### src/rtl/ws_sta_feeder_32_if.sv
// Handshake and array-facing bus of the weight-stationary systolic feeder.
// The master side drives weights and activations; the slave side is the feeder.
interface ws_sta_feeder_32_if #(
  parameter int unsigned N = 32,
  parameter int unsigned W = 8
);
  logic [N*W-1:0] b_data;
  logic           b_valid;
  logic           b_ready;
  logic [N*W-1:0] a_data;
  logic           a_valid;
  logic           a_ready;
  logic           a_last;
  logic [N*W-1:0] io_inputB;
  logic [N-1:0]   io_propagateB;
  logic [N*W-1:0] io_inputA;
  logic           busy;
  logic           done;

  modport master (
    output b_data, b_valid, a_data, a_valid, a_last,
    input  b_ready, a_ready, io_inputB, io_propagateB, io_inputA, busy, done
  );

  modport slave (
    input  b_data, b_valid, a_data, a_valid, a_last,
    output b_ready, a_ready, io_inputB, io_propagateB, io_inputA, busy, done
  );
endinterface

### src/rtl/ws_sta_feeder_32.sv
// Weight-stationary systolic array feeder: shifts N weight rows into the columns,
// then streams activation vectors through a per-row skew pipeline and drains it.
module ws_sta_feeder_32 #(
  parameter int unsigned N = 32,
  parameter int unsigned W = 8
) (
  input logic               clock,
  input logic               reset,
  ws_sta_feeder_32_if.slave bus
);
  localparam int unsigned   CW         = (N > 1) ? $clog2(N) : 1;
  localparam logic [CW-1:0] LastIdx    = CW'(N - 1);
  localparam logic [CW-1:0] PreLastIdx = CW'(N - 2);

  typedef enum logic [1:0] {Idle, LoadB, StreamA, Drain} stateT;

  stateT          stateQ;
  logic [CW-1:0]  rowCntQ;
  logic [CW-1:0]  drainCntQ;
  logic [N*W-1:0] inputBQ;
  logic [N-1:0]   propagateBQ;
  logic           doneQ;

  logic           bReady;
  logic           aReady;
  logic           bAccept;
  logic           aAccept;
  logic [N*W-1:0] injVec;
  logic [N*W-1:0] inputA;

  assign bReady  = (stateQ == LoadB);
  assign aReady  = (stateQ == StreamA);
  assign bAccept = bus.b_valid & bReady;
  assign aAccept = bus.a_valid & aReady;

  always_ff @(posedge clock or negedge reset) begin
    if (!reset) begin
      stateQ      <= Idle;
      rowCntQ     <= '0;
      drainCntQ   <= '0;
      inputBQ     <= '0;
      propagateBQ <= '0;
      doneQ       <= 1'b0;
    end else begin
      propagateBQ <= '0;
      doneQ       <= 1'b0;
      // A whole row is presented together with its shift strobe, never partially.
      if (bAccept) begin
        inputBQ     <= bus.b_data;
        propagateBQ <= '1;
      end
      unique case (stateQ)
        Idle: begin
          if (bus.b_valid) stateQ <= LoadB;
        end
        LoadB: begin
          if (bAccept) begin
            if (rowCntQ == LastIdx) begin
              rowCntQ <= '0;
              stateQ  <= StreamA;
            end else begin
              rowCntQ <= rowCntQ + CW'(1);
            end
          end
        end
        StreamA: begin
          if (aAccept && bus.a_last) begin
            stateQ    <= Drain;
            drainCntQ <= '0;
            doneQ     <= (N == 1);
          end
        end
        Drain: begin
          // done is raised one edge early so it lands on the final drain cycle,
          // the same cycle lane N-1 presents the tile's last vector.
          if (drainCntQ == LastIdx) begin
            drainCntQ <= '0;
            stateQ    <= Idle;
          end else begin
            drainCntQ <= drainCntQ + CW'(1);
            doneQ     <= (drainCntQ == PreLastIdx);
          end
        end
        default: stateQ <= Idle;
      endcase
    end
  end

  assign injVec = aAccept ? bus.a_data : '0;

  // Lane i delays its slice by i+1 registers; the pipe runs every cycle in every state.
  for (genvar i = 0; i < N; i++) begin : gLane
    logic [W-1:0] sr [0:i];

    always_ff @(posedge clock or negedge reset) begin
      if (!reset) begin
        for (int k = 0; k <= i; k++) sr[k] <= '0;
      end else begin
        sr[0] <= injVec[i*W +: W];
        for (int k = 1; k <= i; k++) sr[k] <= sr[k-1];
      end
    end

    assign inputA[i*W +: W] = sr[i];
  end

  assign bus.b_ready       = bReady;
  assign bus.a_ready       = aReady;
  assign bus.io_inputB     = inputBQ;
  assign bus.io_propagateB = propagateBQ;
  assign bus.io_inputA     = inputA;
  assign bus.busy          = (stateQ != Idle);
  assign bus.done          = doneQ;
endmodule

### src/flat_wrapper.sv
// flat-port wrapper written by rule: the top's interface ports become plain ports
module ws_sta_feeder_32_flat 
#(
  parameter int unsigned N = 32,
  parameter int unsigned W = 8
)
  (clock, reset, bus_b_data, bus_b_valid, bus_a_data, bus_a_valid, bus_a_last, bus_b_ready, bus_a_ready, bus_io_inputB, bus_io_propagateB, bus_io_inputA, bus_busy, bus_done);
  ws_sta_feeder_32_if #(.N(N), .W(W)) bus_i ();
  input logic clock;
  input logic reset;
  input wire logic [$bits(bus_i.b_data)-1:0] bus_b_data;
  input wire logic [$bits(bus_i.b_valid)-1:0] bus_b_valid;
  input wire logic [$bits(bus_i.a_data)-1:0] bus_a_data;
  input wire logic [$bits(bus_i.a_valid)-1:0] bus_a_valid;
  input wire logic [$bits(bus_i.a_last)-1:0] bus_a_last;
  output wire logic [$bits(bus_i.b_ready)-1:0] bus_b_ready;
  output wire logic [$bits(bus_i.a_ready)-1:0] bus_a_ready;
  output wire logic [$bits(bus_i.io_inputB)-1:0] bus_io_inputB;
  output wire logic [$bits(bus_i.io_propagateB)-1:0] bus_io_propagateB;
  output wire logic [$bits(bus_i.io_inputA)-1:0] bus_io_inputA;
  output wire logic [$bits(bus_i.busy)-1:0] bus_busy;
  output wire logic [$bits(bus_i.done)-1:0] bus_done;
  assign bus_i.b_data = bus_b_data;
  assign bus_i.b_valid = bus_b_valid;
  assign bus_i.a_data = bus_a_data;
  assign bus_i.a_valid = bus_a_valid;
  assign bus_i.a_last = bus_a_last;
  assign bus_b_ready = bus_i.b_ready;
  assign bus_a_ready = bus_i.a_ready;
  assign bus_io_inputB = bus_i.io_inputB;
  assign bus_io_propagateB = bus_i.io_propagateB;
  assign bus_io_inputA = bus_i.io_inputA;
  assign bus_busy = bus_i.busy;
  assign bus_done = bus_i.done;
  ws_sta_feeder_32 #(.N(N), .W(W)) u_core (.clock(clock), .reset(reset), .bus(bus_i));
endmodule
### config.mk
export PLATFORM = sky130hd
export DESIGN_NAME = ws_sta_feeder_32_flat
export DESIGN_NICKNAME = d
export VERILOG_FILES = /design/src/rtl/ws_sta_feeder_32_if.sv /design/src/rtl/ws_sta_feeder_32.sv /design/src/flat_wrapper.sv
export SDC_FILE = /design/constraint.sdc
export NUM_CORES = 2
export LEC_CHECK = 0
export BUFFER_PORTS_ARGS = -buffer_cell sky130_fd_sc_hd__buf_2
export CELL_PAD_IN_SITES_DETAIL_PLACEMENT = 0
export CELL_PAD_IN_SITES_GLOBAL_PLACEMENT = 2
export CORE_ASPECT_RATIO = 0.9
export CORE_MARGIN = 2
export CORE_UTILIZATION = 40
export DETAILED_ROUTE_END_ITERATION = 10
export GPL_ROUTABILITY_DRIVEN = 0
export PLACE_DENSITY_LB_ADDON = 0.05
export SYNTH_ARGS = -nofsm -noshare
export SYNTH_HDL_FRONTEND = slang
export SYNTH_SLANG_ARGS = --single-unit
export TNS_END_PERCENT = 1
### constraint.sdc
create_clock -name clock -period 1.8 [get_ports clock]
set_input_delay 0.18 -clock clock [delete_from_list [all_inputs] [get_ports clock]]
set_output_delay 0.18 -clock clock [all_outputs]
set_load 0.05 [all_outputs]
==> Word-level counts from Yosys, hierarchy flattened <==
Index checks and enable logic that the tools add are counted.
{ "op_classes": {"addsub": 2, "mux": 14, "bitwise_logic": 2, "n_eq_ne": 11, "reduce_logical": 7} }
{ "ops": {"columns": ["operator", "n"], "rows": [
  ["$mux 256", 1],
  ["$mux 32", 1],
  ["$eq 5x5->1 const B", 3],
  ["$mux 5", 3],
  ["$add 5x1->5 const B", 2],
  ["$mux 2", 5],
  ["$pmux 5 s2", 1],
  ["$ne 2x2->1 const B", 4],
  ["$pmux 2 s4", 1],
  ["$reduce_and 5->1", 1],
  ["$eq 2x2->1 const B", 2],
  ["$reduce_and 2->1", 2],
  ["$reduce_bool 2->1", 2],
  ["$and 1x1->1", 2],
  ["$eq 2x1->1 const B", 1],
  ["$logic_not 2->1", 1],
  ["$mux 1", 2],
  ["$ne 2x1->1 const B", 1],
  ["$logic_and 1x1->1", 1]
]} }
{ "totals": {"word_cells": 570, "regBits": 4525} }

==> Logic depth before layout (Yosys ltp) <==
{ "logic_depth": {"depth_word": 5, "depth_mapped": 8, "ltp_nobuf": 7} }

==> Worst setup path after synthesis <==
OpenSTA, ideal clock, no wires.
{ "synth_path": {"kind": "register to register", "startpoint": "register u_core.stateQ[1]", "endpoint": "register u_core.inputBQ[236], in the netlist u_core.bus.io_inputB[236]", "t_required_ps": 1675, "arrival_ps": 1924, "path_stages_with_launch": 8, "synth_period_minus_slack_ps": 2048, "path_slack_ps": -248, "path_buffers": 2, "setup_ps": 125, "path_cell_list": "dfrtp_1 > inv_1 > ha_1 > nand2_2 > inv_2 > buf_4 > buf_4 > mux2_2"} }
{ "synth_via": {"elab_chain_cells": 2} }
{ "synth_lines": {"columns": ["element", "line", "rtl"], "rows": [
  ["start, declared", "ws_sta_feeder_32.sv:17", "stateT stateQ;"],
  ["start signal, assigned", "ws_sta_feeder_32.sv:38", "stateQ <= Idle;"],
  ["start signal, assigned", "ws_sta_feeder_32.sv:54", "if (bus.b_valid) stateQ <= LoadB;"],
  ["start signal, assigned", "ws_sta_feeder_32.sv:60", "stateQ <= StreamA;"],
  ["$eq 2x1->1", "ws_sta_feeder_32.sv:31", "assign bReady = (stateQ == LoadB);"],
  ["via bus_b_ready", "flat_wrapper.sv:16", "output wire logic [$bits(bus_i.b_ready)-1:0] bus_b_ready;"],
  ["$and 1x1->1", "ws_sta_feeder_32.sv:33", "assign bAccept = bus.b_valid & bReady;"],
  ["end signal, assigned", "ws_sta_feeder_32.sv:49", "inputBQ <= bus.b_data;"],
  ["end, declared", "ws_sta_feeder_32.sv:20", "logic [N*W-1:0] inputBQ;"]
]} }
The timed path passes the listed nets, and every way through them passes these cells.
A chain may end at the register's enable or synchronous reset.

==> Worst setup path in the final report <==
{ "layout_path": {"startpoint": "register u_core.stateQ[0]", "endpoint": "output port bus_a_ready"} }
{ "layout_via": {"elab_chain_cells": 1} }
{ "layout_lines": {"columns": ["element", "line", "rtl"], "rows": [
  ["$eq 2x2->1", "ws_sta_feeder_32.sv:32", "assign aReady = (stateQ == StreamA);"],
  ["end, declared", "flat_wrapper.sv:17", "output wire logic [$bits(bus_i.a_ready)-1:0] bus_a_ready;"]
]} }
No other way between the ends.

==> key figures <==
Routing
  • Via/cell ratio: between 4 and 5
  • WL per Instance: 17.0 um
  • Post-DRT Antenna Nets: 0
  • Residual DRC: 0
  • Vias: roughly 49,000
  • Drt initial violations: 2,013
  • Initial DRT Pass Iterations: 4
  • Total wire length: 205,000 um

Place
  • PortBufs: 1,064
  • Placed cell area: 131,000 um^2
  • Dpl ws: -0.156 ns
  • Dpl cells: 10,300
  • Post-DP HPWL: 129,000 um

Die
  • Die H: 523 um
  • Die Area: 304,000 um^2
  • Core area: approximately 300,000 um^2
  • Io pins: 1,065
  • Die W: 581 um
  • Row Count: 190
  • Initial Utilization: 40.2%

STA
  • Min cycle time layout: 2.05 ns
  • Fmax: 0.489 GHz
  • Period utilization: 114%
  • TNS Setup: -11.39 ns
  • RSZ-0062 raised after global routing: yes
  • Max-slew violations: 0
  • Max_slew headroom: 61.2%
  • Worst-Margin Slew: between 0.5 and 0.6 ns
  • # setup viols final: 286
  • Hold_ws: 0.0641 ns
  • Count of final hold-check violations: 0
  • Final worst-path setup slack: -0.246 ns
  • Max Clock Skew: 0.0300 ns

Yosys
  • Seq cells post-synth: 4,494
  • Avg Cell Area, Syn: between 20 and 25 um^2
  • Cells after Synth: 5,431
  • Post-Syn Area: 120,000 um^2
  • Yosys cell types: 31
  • Post-synthesis sequential area ratio: between 90% and 100%
  • Ys Warns: 0
  • Syn_nets: 5,957

Flow run
  • # Max-Cap Violations: 0

Worst setup path
  • CP max FO: 2
  • CP required: about 1.6 ns
  • Kind of critical path: flop to primary output
  • Arrival time at the worst endpoint: 1.87 ns
  • Critical Path Start Type: flop
  • CP Capture Type: primary output
  • R2R Path End: u_core.gLane[30].sr[245]$_DFF_PN0_
  • R2r setup slk: -0.07 ns
  • Worst R2R Path Depth: 7
  • Reg-to-Reg Start: u_core.stateQ[0]$_DFFE_PN0P_

Global route
  • Vias in the first global route: 55,100
  • Overflow after GRT: 0
  • Largest net degree at the start of global routing: between 90 and 100
  • Gr usage total: between 10% and 20%
  • First-pass GRT wire length: 324,000 um
  • Initial antenna violation count: 67

Cells and area
  • Final nets: 8,246
  • Non-Filler Instances: 12,100
  • Fraction of layout instances using a drive strength above 1: between 20% and 30%
  • Design area: 156,000 um^2
  • Fin util: 52.5%
  • Fillers: 23,700
  • Area grow syn2layout: 30.4%

Run status
  • Outcome: complete, but fails checks
  • Failing checks: setup timing

Clock network
  • CTS HTree Levels: 5
  • CTS Buffer Depth: 4
  • Num CTS Buffers: 438
  • Clk pin slew, worst setup/hold paths: ~0.060 ns
  • Clock Latency Late Sink: 0.92 ns
  • TritonCTS clock tree: built
  • Clk sink count: between 4,000 and 5,000
  • CTS Root Cell: clkbuf_16

Power
  • PwrDens: ~1600 nW/um^2
  • Tot Pwr: 245 mW
  • Leakage: approximately 82 nW
  • Max VDD drop: 1.14 mV

Worst hold path
  • Class of the worst hold path: primary input to asynchronous set/reset pin
registers in the layout, summed over array words and instances, names as in the netlist:
| name | count |
|---|---|
| u_core.bus.io_propagateB | 1 |
| u_core.bus.io_inputA | 248 |
| u_core.rowCntQ | 5 |
| u_core.stateQ | 2 |
| u_core.gLane.sr | 3976 |
| u_core.bus.done | 1 |
| u_core.drainCntQ | 5 |
| u_core.bus.io_inputB | 256 |
worst max-delay path, stage by stage (launching register included):
cell and delay [ns]:
dfrtp_1 0.40, buf_6 0.14, inv_6 0.06, ha_4 0.14
buf_16 0.11, buf_12 0.12
worst max path at each step:
stage                                    start                                     to  cells after the start
2_1_floorplan  u_core.drainCntQ[0]$_DFFE_PN0P_        u_core.drainCntQ[3]$_DFFE_PN0P_                      7
3_3_place_gp      u_core.stateQ[1]$_DFFE_PN0P_  u_core.bus.io_inputB[186]$_DFFE_PN0P_                      6
3_5_place_dp      u_core.stateQ[1]$_DFFE_PN0P_  u_core.bus.io_inputB[234]$_DFFE_PN0P_                      6
4_1_cts           u_core.stateQ[1]$_DFFE_PN0P_                            bus_a_ready                      4
5_1_grt           u_core.stateQ[0]$_DFFE_PN0P_                            bus_a_ready                      5
6_report          u_core.stateQ[0]$_DFFE_PN0P_                            bus_a_ready                      5
cell usage in the layout, fill, tap and decap left out, drive strengths merged, types with 2 or more instances in the layout:
| master | instances |
|---|---|
| dfrtp | 4494 |
| buf | 1322 |
| dlygate4sd3 | 883 |
| clkbuf | 669 |
| and3 | 258 |
| mux2 | 258 |
| clkinv | 89 |
| diode | 34 |
| bufinv | 27 |
| inv | 19 |
| clkinvlp | 14 |
| nand2 | 9 |
| ha | 9 |
| o21ai | 8 |
| nor2 | 5 |
| nand3 | 3 |
| a31oi | 3 |
| nand2b | 2 |
per-layer routing:
metal / up-vias / track usage (%) / share of wire [%]
met5: - / 0 / 0.12
met4: 34 / 6.61 / 4.5
met3: 527 / 4.34 / 7.2
met2: 1223 / 22.1 / 49
met1: 25600 / 17.1 / 39
li1: 21700 / - / -
area by class of cell:
class,instances,area (um^2),area share [%]
Tap cell,3936,4920,3.15
Clock buffer,661,13200,8.43
Sequential cell,4494,112000,72.0
Clock inverter,143,1620,1.03
Multi-Input combinational cell,566,4940,3.16
Timing Repair Buffer,2214,19000,12.2
Inverter,6,53.8,0.0344
Antenna cell,34,85.1,0.0544
synth_stat cells:
library cell / instances / area [um^2]
a21bo_4: 1 / 16.3
a21oi_1: 1 / 5.00
a31oi_1: 3 / 18.8
a32o_1: 1 / 10.0
a41o_2: 1 / 11.3
and3_1: 258 / 1610
buf_2: 6 / 30.0
buf_4: 304 / 2280
buf_6: 1 / 11.3
clkbuf_1: 54 / 203
dfrtp_1: 4494 / 112000
ha_1: 9 / 113
inv_1: 5 / 18.8
inv_2: 1 / 3.75
mux2_1: 18 / 203
mux2_2: 240 / 2700
nand2_1: 8 / 30.0
nand2_2: 1 / 6.26
nand2b_1: 2 / 12.5
nand3_1: 3 / 15.0
nand4_1: 1 / 6.26
nand4b_1: 1 / 8.76
nor2_1: 5 / 18.8
nor2b_1: 1 / 6.26
nor3_1: 1 / 5.00
o21ai_0: 6 / 30.0
o21ai_1: 1 / 5.00
o21ai_2: 1 / 8.76
o31ai_1: 1 / 7.51
o41ai_1: 1 / 8.76
or4_1: 1 / 7.51
power by group:
part	switching (mW)	internal [mW]
sequential	4.71	115
combinational	22.8	11.6
clock	36.6	54.3
total	64.1	181
repair_timing:
action	4_1_cts	5_1_grt
endpoints found under the hold margin	4986	0
gates cloned	1	0
pin swaps	3	3
resized for setup	550	41
setup buffers	6	0
setup endpoints to repair	665	476
hold buffers	883	0
cell families (layout without fill, tap and decap cells):
kind of cell / Yosys count / count (layout) / share of synthesized area, %
buffers and inverters: 371 / 3024 / 2.13
muxes: 258 / 258 / 2.42
DFF: 4494 / 4494 / 93.8
other: 0 / 34 / 0
and+or+nand+nor: 282 / 282 / 1.44
AOI/OAI and AO/OA: 17 / 17 / 0.101
adders and majority gates: 9 / 9 / 0.0939
Note: power is estimated with default switching activity, not from simulation.
